===== config.mk =====
export PLATFORM = sky130hd
export DESIGN_NAME = panel_input
export DESIGN_NICKNAME = d
export VERILOG_FILES = /design/src/rtl/panel_pkg.sv /design/src/rtl/panel_input_debouncer.sv /design/src/rtl/panel_input.sv
export SDC_FILE = /design/constraint.sdc
export NUM_CORES = 1
export LEC_CHECK = 0
export CORE_UTILIZATION = 59
export CTS_CLUSTER_DIAMETER = 50
export DETAILED_ROUTE_END_ITERATION = 7
export PLACE_DENSITY = 0.83
export SETUP_SLACK_MARGIN = 0.15
export SLEW_MARGIN = 30
export SYNTH_ARGS = -nofsm -noshare
export SYNTH_HDL_FRONTEND = slang
export SYNTH_SLANG_ARGS = --single-unit

===== constraint.sdc =====
create_clock -name clk -period 4.9 [get_ports clk]
set_clock_uncertainty 0.1 [all_clocks]
set_input_delay 0.735 -clock clk [delete_from_list [all_inputs] [get_ports clk]]
set_output_delay 0.735 -clock clk [all_outputs]
set_load 0.01 [all_outputs]

===== src/rtl/panel_pkg.sv =====
// Shared definitions for the panel input slice: command FSM states, the
// default debounce length and the switch bank field positions.
package panel_pkg;

   typedef enum logic {
      IDLE    = 1'b0,
      PENDING = 1'b1
   } cmd_state_t;

   localparam int DEBOUNCE_CYCLES_DEFAULT = 250000;

   localparam int OPERAND_MSB = 15;
   localparam int OPERAND_LSB = 8;
   localparam int OP_MSB      = 3;
   localparam int OP_LSB      = 0;

endpackage


===== src/rtl/panel_input_debouncer.sv =====
// Single-button debouncer: 2-flop synchronizer, consecutive-difference
// counter, stable level and a one-cycle press strobe on a 0->1 stable flip.
// Ports:
//   clk, reset_n  clock, asynchronous active-low reset
//   btn_raw       unsynchronized button level
//   press         one-cycle strobe per debounced press (release is silent)
module debouncer
   import panel_pkg::*;
#(
   parameter int DEBOUNCE_CYCLES = DEBOUNCE_CYCLES_DEFAULT
) (
   input  logic clk,
   input  logic reset_n,
   input  logic btn_raw,
   output logic press
);

   localparam int CW = $clog2(DEBOUNCE_CYCLES);
   localparam logic [CW-1:0] CNT_LAST = CW'(DEBOUNCE_CYCLES - 1);

   logic          sync_q1;
   logic          sync_q2;
   logic          stable_q;
   logic          press_q;
   logic [CW-1:0] cnt_q;

   // The counter never exceeds DEBOUNCE_CYCLES-1: it clears on the flip.
   always_ff @(posedge clk or negedge reset_n) begin
      if (!reset_n) begin
         sync_q1  <= 1'b0;
         sync_q2  <= 1'b0;
         stable_q <= 1'b0;
         press_q  <= 1'b0;
         cnt_q    <= '0;
      end else begin
         sync_q1 <= btn_raw;
         sync_q2 <= sync_q1;
         press_q <= 1'b0;
         if (sync_q2 == stable_q) begin
            cnt_q <= '0;
         end else if (cnt_q == CNT_LAST) begin
            stable_q <= sync_q2;
            cnt_q    <= '0;
            press_q  <= sync_q2;
         end else begin
            cnt_q <= cnt_q + 1'b1;
         end
      end
   end

   assign press = press_q;

endmodule


===== src/rtl/panel_input.sv =====
// Front-panel input block: debounces the execute (btnC) and clear (btnU)
// buttons, synchronizes the switch bank and holds one pending command for a
// downstream controller with a valid/ready handshake.
// Ports:
//   clk, reset_n            clock, asynchronous active-low reset
//   btn_c_raw, btn_u_raw    raw execute / clear buttons
//   sw_raw[15:0]            raw switches: [15:8] operand, [3:0] op
//   cmd_ready               controller accepts the pending command
//   cmd_valid               command pending
//   cmd_operand, cmd_op     captured command fields
//   clear_pulse             one-cycle strobe per clear press
//   overrun                 sticky: an execute press was dropped
module panel_input
   import panel_pkg::*;
#(
   parameter int DEBOUNCE_CYCLES = DEBOUNCE_CYCLES_DEFAULT
) (
   input  logic        clk,
   input  logic        reset_n,
   input  logic        btn_c_raw,
   input  logic        btn_u_raw,
   input  logic [15:0] sw_raw,
   input  logic        cmd_ready,
   output logic        cmd_valid,
   output logic [7:0]  cmd_operand,
   output logic [3:0]  cmd_op,
   output logic        clear_pulse,
   output logic        overrun
);

   logic       exec_evt;
   logic       clr_evt;
   logic [7:0] operand_s1, operand_s2;
   logic [3:0] op_s1, op_s2;
   logic       unused_sw_bits;

   cmd_state_t state_q, state_d;
   logic [7:0] operand_q, operand_d;
   logic [3:0] op_q, op_d;
   logic       overrun_q, overrun_d;
   logic       clear_q, clear_d;

   assign unused_sw_bits = ^sw_raw[7:4];

   debouncer #(.DEBOUNCE_CYCLES(DEBOUNCE_CYCLES)) u_deb_c (
      .clk     (clk),
      .reset_n (reset_n),
      .btn_raw (btn_c_raw),
      .press   (exec_evt)
   );

   debouncer #(.DEBOUNCE_CYCLES(DEBOUNCE_CYCLES)) u_deb_u (
      .clk     (clk),
      .reset_n (reset_n),
      .btn_raw (btn_u_raw),
      .press   (clr_evt)
   );

   always_ff @(posedge clk or negedge reset_n) begin
      if (!reset_n) begin
         operand_s1 <= '0;
         operand_s2 <= '0;
         op_s1      <= '0;
         op_s2      <= '0;
      end else begin
         operand_s1 <= sw_raw[OPERAND_MSB:OPERAND_LSB];
         operand_s2 <= operand_s1;
         op_s1      <= sw_raw[OP_MSB:OP_LSB];
         op_s2      <= op_s1;
      end
   end

   always_ff @(posedge clk or negedge reset_n) begin
      if (!reset_n) begin
         state_q   <= IDLE;
         operand_q <= '0;
         op_q      <= '0;
         overrun_q <= 1'b0;
         clear_q   <= 1'b0;
      end else begin
         state_q   <= state_d;
         operand_q <= operand_d;
         op_q      <= op_d;
         overrun_q <= overrun_d;
         clear_q   <= clear_d;
      end
   end

   // Clear has priority over everything, including a coincident execute.
   always_comb begin
      state_d   = state_q;
      operand_d = operand_q;
      op_d      = op_q;
      overrun_d = overrun_q;
      clear_d   = 1'b0;
      if (clr_evt) begin
         state_d   = IDLE;
         operand_d = '0;
         op_d      = '0;
         overrun_d = 1'b0;
         clear_d   = 1'b1;
      end else begin
         unique case (state_q)
            IDLE: begin
               if (exec_evt) begin
                  operand_d = operand_s2;
                  op_d      = op_s2;
                  state_d   = PENDING;
               end
            end
            PENDING: begin
               if (cmd_ready) begin
                  if (exec_evt) begin
                     operand_d = operand_s2;
                     op_d      = op_s2;
                  end else begin
                     state_d = IDLE;
                  end
               end else if (exec_evt) begin
                  overrun_d = 1'b1;
               end
            end
            default: state_d = IDLE;
         endcase
      end
   end

   assign cmd_valid   = (state_q == PENDING);
   assign cmd_operand = operand_q;
   assign cmd_op      = op_q;
   assign clear_pulse = clear_q;
   assign overrun     = overrun_q;

endmodule


==> results.py <==
metrics = {
    "logic_synthesis": {
        "synth_area_leaders": "dfrtp_1 65%, xor2_1 4.6%, nor2_1 4.2%",
        "ys_top_cells_by_count": "83 x dfrtp_1, 36 x nor2_1, 17 x xor2_1",
        "ys.flop_type": "dfrtp_1",
        "synth_edf_count": 0,
        "synth_area_leader_cell": "dfrtp_1",
        "syn_avg_cell_area_um2": 12.40,
        "ys_ff_latch": 83,
        "syn_area_um2": 3212,
        "synth_cells": 259,
        "synth.most_common_cell": "dfrtp_1",
        "synthArstFlopShare": 1.000,
        "yosys_warnings": 0,
        "yosysTopAreaCellShare": 0.6467,
        "ys_types": 35,
        "synth_fp_nets": 282,
        "yosysSeqAreaShare": 0.6467,
    },
    "power": {
        "p_seq_frac": 0.555,
        "switching_share": 0.2139,
        "power_density_nw_per_um2": 336.3,
        "p_sw_uw": 272.9,
        "intPower_uw": 1003,
        "combinationalPowerShare": 0.030,
        "power_frac_clock": 0.415,
        "power_leakage_uw": 0.001623,
        "irDropWorstVdd_uv": 211.0,
    },
    "die": {
        "core_area_um2": 5172,
        "die_h_um": 75.78,
        "die_x_um": 75.78,
        "rows": 26,
        "dieArea_um2": 5743,
        "initial_core_util": 0.6209,
        "ios": 36,
    },
    "sta": {
        "tightest_slew_ns": 0.8580,
        "drv_slew": 0,
        "setup_viol": 0,
        "fmax_mhz": 461.0,
        "hold_violations": 0,
        "rsz0062_at_grt": "false",
        "slew_headroom": 0.4280,
        "period_needed_ns": 2.169,
        "min_period_over_period": 0.4427,
        "tns_ns": 0,
    },
    "final_layout": {
        "syn2layout_area_growth_pct": 18.08,
        "fin_cells": 368,
        "num-nets-final": 317,
        "layout-drive-gt1-share": 0.07718,
        "diodes": 0,
    },
    "setup_path": {
        "worstSetupStartpoint": "u_deb_c.cnt_q[4]",
        "timing.rr.start": "u_deb_c.cnt_q[4]",
        "startpoint_type": "flop",
        "reg2reg_depth": 4,
        "r2r-end": "u_deb_c.cnt_q[5]",
        "arrival_ns": 2.27,
        "cp_data_required_time_ns": 5.00,
        "worst-setup-path-type": "flop to flop",
        "rrSetupSlack_ns": 2.73,
        "endpoint_kind": "flop",
        "crit_fanout": 17,
    },
    "route": {
        "dr.first_iter.drc_count": 198,
        "antenna_left": 0,
        "via_count": 2111,
        "wl_um": 5810,
        "wl_per_cell_um": 15.79,
        "drc_errors": 0,
        "via_per_inst": 5.736,
        "dr.pass1.iters": 4,
    },
    "run_status": {
        "status": "finished, final reports clean",
    },
    "clocking": {
        "cts_inserted_buffers": 9,
        "cts_tree": "yes",
        "clock_latency_ns": 0.35,
        "clk_pin_slew_ns": 0.08,
        "cts_hold_buf": 0,
        "cts.path.max_buffers": 2,
        "cts.repair.resized": 0,
        "cts-root-buf": "clkbuf_8",
        "htreeDepth": 3,
        "post_cts_buffers": 0,
        "clock-sinks": 83,
    },
    "min_path": {
        "hold_depth": 0,
        "hold_end": "operand_s2[0]",
        "holdCritStartpoint": "operand_s1[0]",
        "hold_path_class": "flop to flop",
    },
    "grt": {
        "gr-usage-met3": 0.05820,
        "grt_pass1_wl_um": 9342,
        "grt.total_usage": 0.2272,
        "grt_pass1_vias": 1943,
        "antenna_found_initial": 0,
        "met2_usage": 0.3569,
        "use_met1": 0.3017,
        "overflow": 0,
        "grt.busiest_layer": "met2",
        "grt_max_degree": 84,
    },
    "placement": {
        "dp_cells": 353,
        "io_buffers": 31,
        "place_congestion": 0.7653,
        "hpwlAfterDp_um": 3702,
    },
    "job": {
        "maxCapViolCount": 0,
    },
}
[through the flow]
stage / setup WS [ns] / utilization / power (uW) / area, um2 / hold WS [ns]
after floorplan: 2.996 / - / 731.1 / 3212 / 0.2312
after global placement: 2.527 / 0.6911 / 758.9 / 3575 / 0.2313
after detailed placement: 2.423 / 0.6911 / 760.3 / 3575 / 0.2355
after CTS: 2.718 / 0.7325 / 1285 / 3789 / 0.2537
after global routing: 2.574 / 0.7332 / 1321 / 3792 / 0.2587
final: 2.731 / 0.7332 / 1276 / 3792 / 0.2517
[metal layers]
layer | vias to the layer above | routed length (um)
li1 | 989 | -
met1 | 1036 | 2519
met2 | 74 | 2898
met3 | 12 | 310
met4 | 0 | 81
met5 | - | 0
[power by group through the flow]
stage / registers [uW] / logic, uW / clock network (uW)
6_report: 708 / 38.4 / 529
5_1_grt: 710 / 43.9 / 567
4_1_cts: 708 / 39.5 / 537
3_5_place_dp: 721 / 38.9 / 0
3_3_place_gp: 720 / 38.6 / 0
2_1_floorplan: 720 / 11.6 / 0
[state kept, by name (all words and copies together) (netlist names)]
register and cells:
clear_pulse 1, cmd_op 4, cmd_operand 8, cmd_valid 1
op_s1 4, op_s2 4, operand_s1 8, operand_s2 8
overrun 1, u_deb_c.cnt_q 18, u_deb_c.press 1, u_deb_c.stable_q 1
u_deb_c.sync_q1 1, u_deb_c.sync_q2 1, u_deb_u.cnt_q 18, u_deb_u.press 1
u_deb_u.stable_q 1, u_deb_u.sync_q1 1, u_deb_u.sync_q2 1
[logic make-up (layout without fill, tap and decap cells)]
| group | after synthesis | in the layout | synth area share |
|---|---|---|---|
| simple gates | 105 | 105 | 0.1761 |
| flops | 83 | 83 | 0.6467 |
| xor+xnor | 29 | 29 | 0.07908 |
| compound gates | 26 | 26 | 0.06622 |
| buf+inv | 12 | 51 | 0.01714 |
| fa+ha+maj | 2 | 2 | 0.007790 |
| mux | 2 | 2 | 0.007012 |
[worst max-delay path by stage]
stage | to | slack (ns) | cells after the start
after detailed placement | cmd_op[0] | 2.42 | 4
after CTS | u_deb_c.cnt_q[4] | 2.72 | 4
after global routing | u_deb_c.cnt_q[4] | 2.57 | 4
final | u_deb_c.cnt_q[5] | 2.73 | 4
after global placement | cmd_op[0] | 2.53 | 4
after floorplan | u_deb_c.stable_q | 3.00 | 4
[worst max-delay path, stage by stage, from the launching register on]
cell and delay, ns:
dfrtp_1 0.46, or4b_1 0.54, or2_1 0.26, o31ai_4 0.55, nor2_1 0.13
[cells in the final DEF, fill, tap and decap left out, types with 3 or more instances in the layout]
| master | Yosys | layout |
|---|---|---|
| clkdlybuf4s50_1 | 0 | 30 |
| inv_1 | 4 | 4 |
| nor2_1 | 36 | 36 |
| o31ai_1 | 4 | 4 |
| and3_1 | 3 | 3 |
| or4_1 | 6 | 6 |
| nand3_1 | 12 | 12 |
| a22o_1 | 12 | 12 |
| clkbuf_8 | 0 | 9 |
| nor4_1 | 5 | 5 |
| xnor2_1 | 12 | 12 |
| nand2_1 | 9 | 9 |
| a21oi_1 | 7 | 7 |
| xor2_1 | 17 | 17 |
| nor3_1 | 3 | 3 |
| and4_1 | 6 | 6 |
| nand4_1 | 11 | 11 |
| dfrtp_1 | 83 | 83 |
[cell type report]
type                    instances  area, um2
clock buffers                   9      123.9
clock inverters                 6      90.09
fillers                       327       1380
inverters                       4      15.01
multi-input cells             164       1080
flip-flops and latches         83       2077
well taps                      70      87.58
repair buffers                 32      319.1
Note: power is estimated with default switching activity, not from simulation.
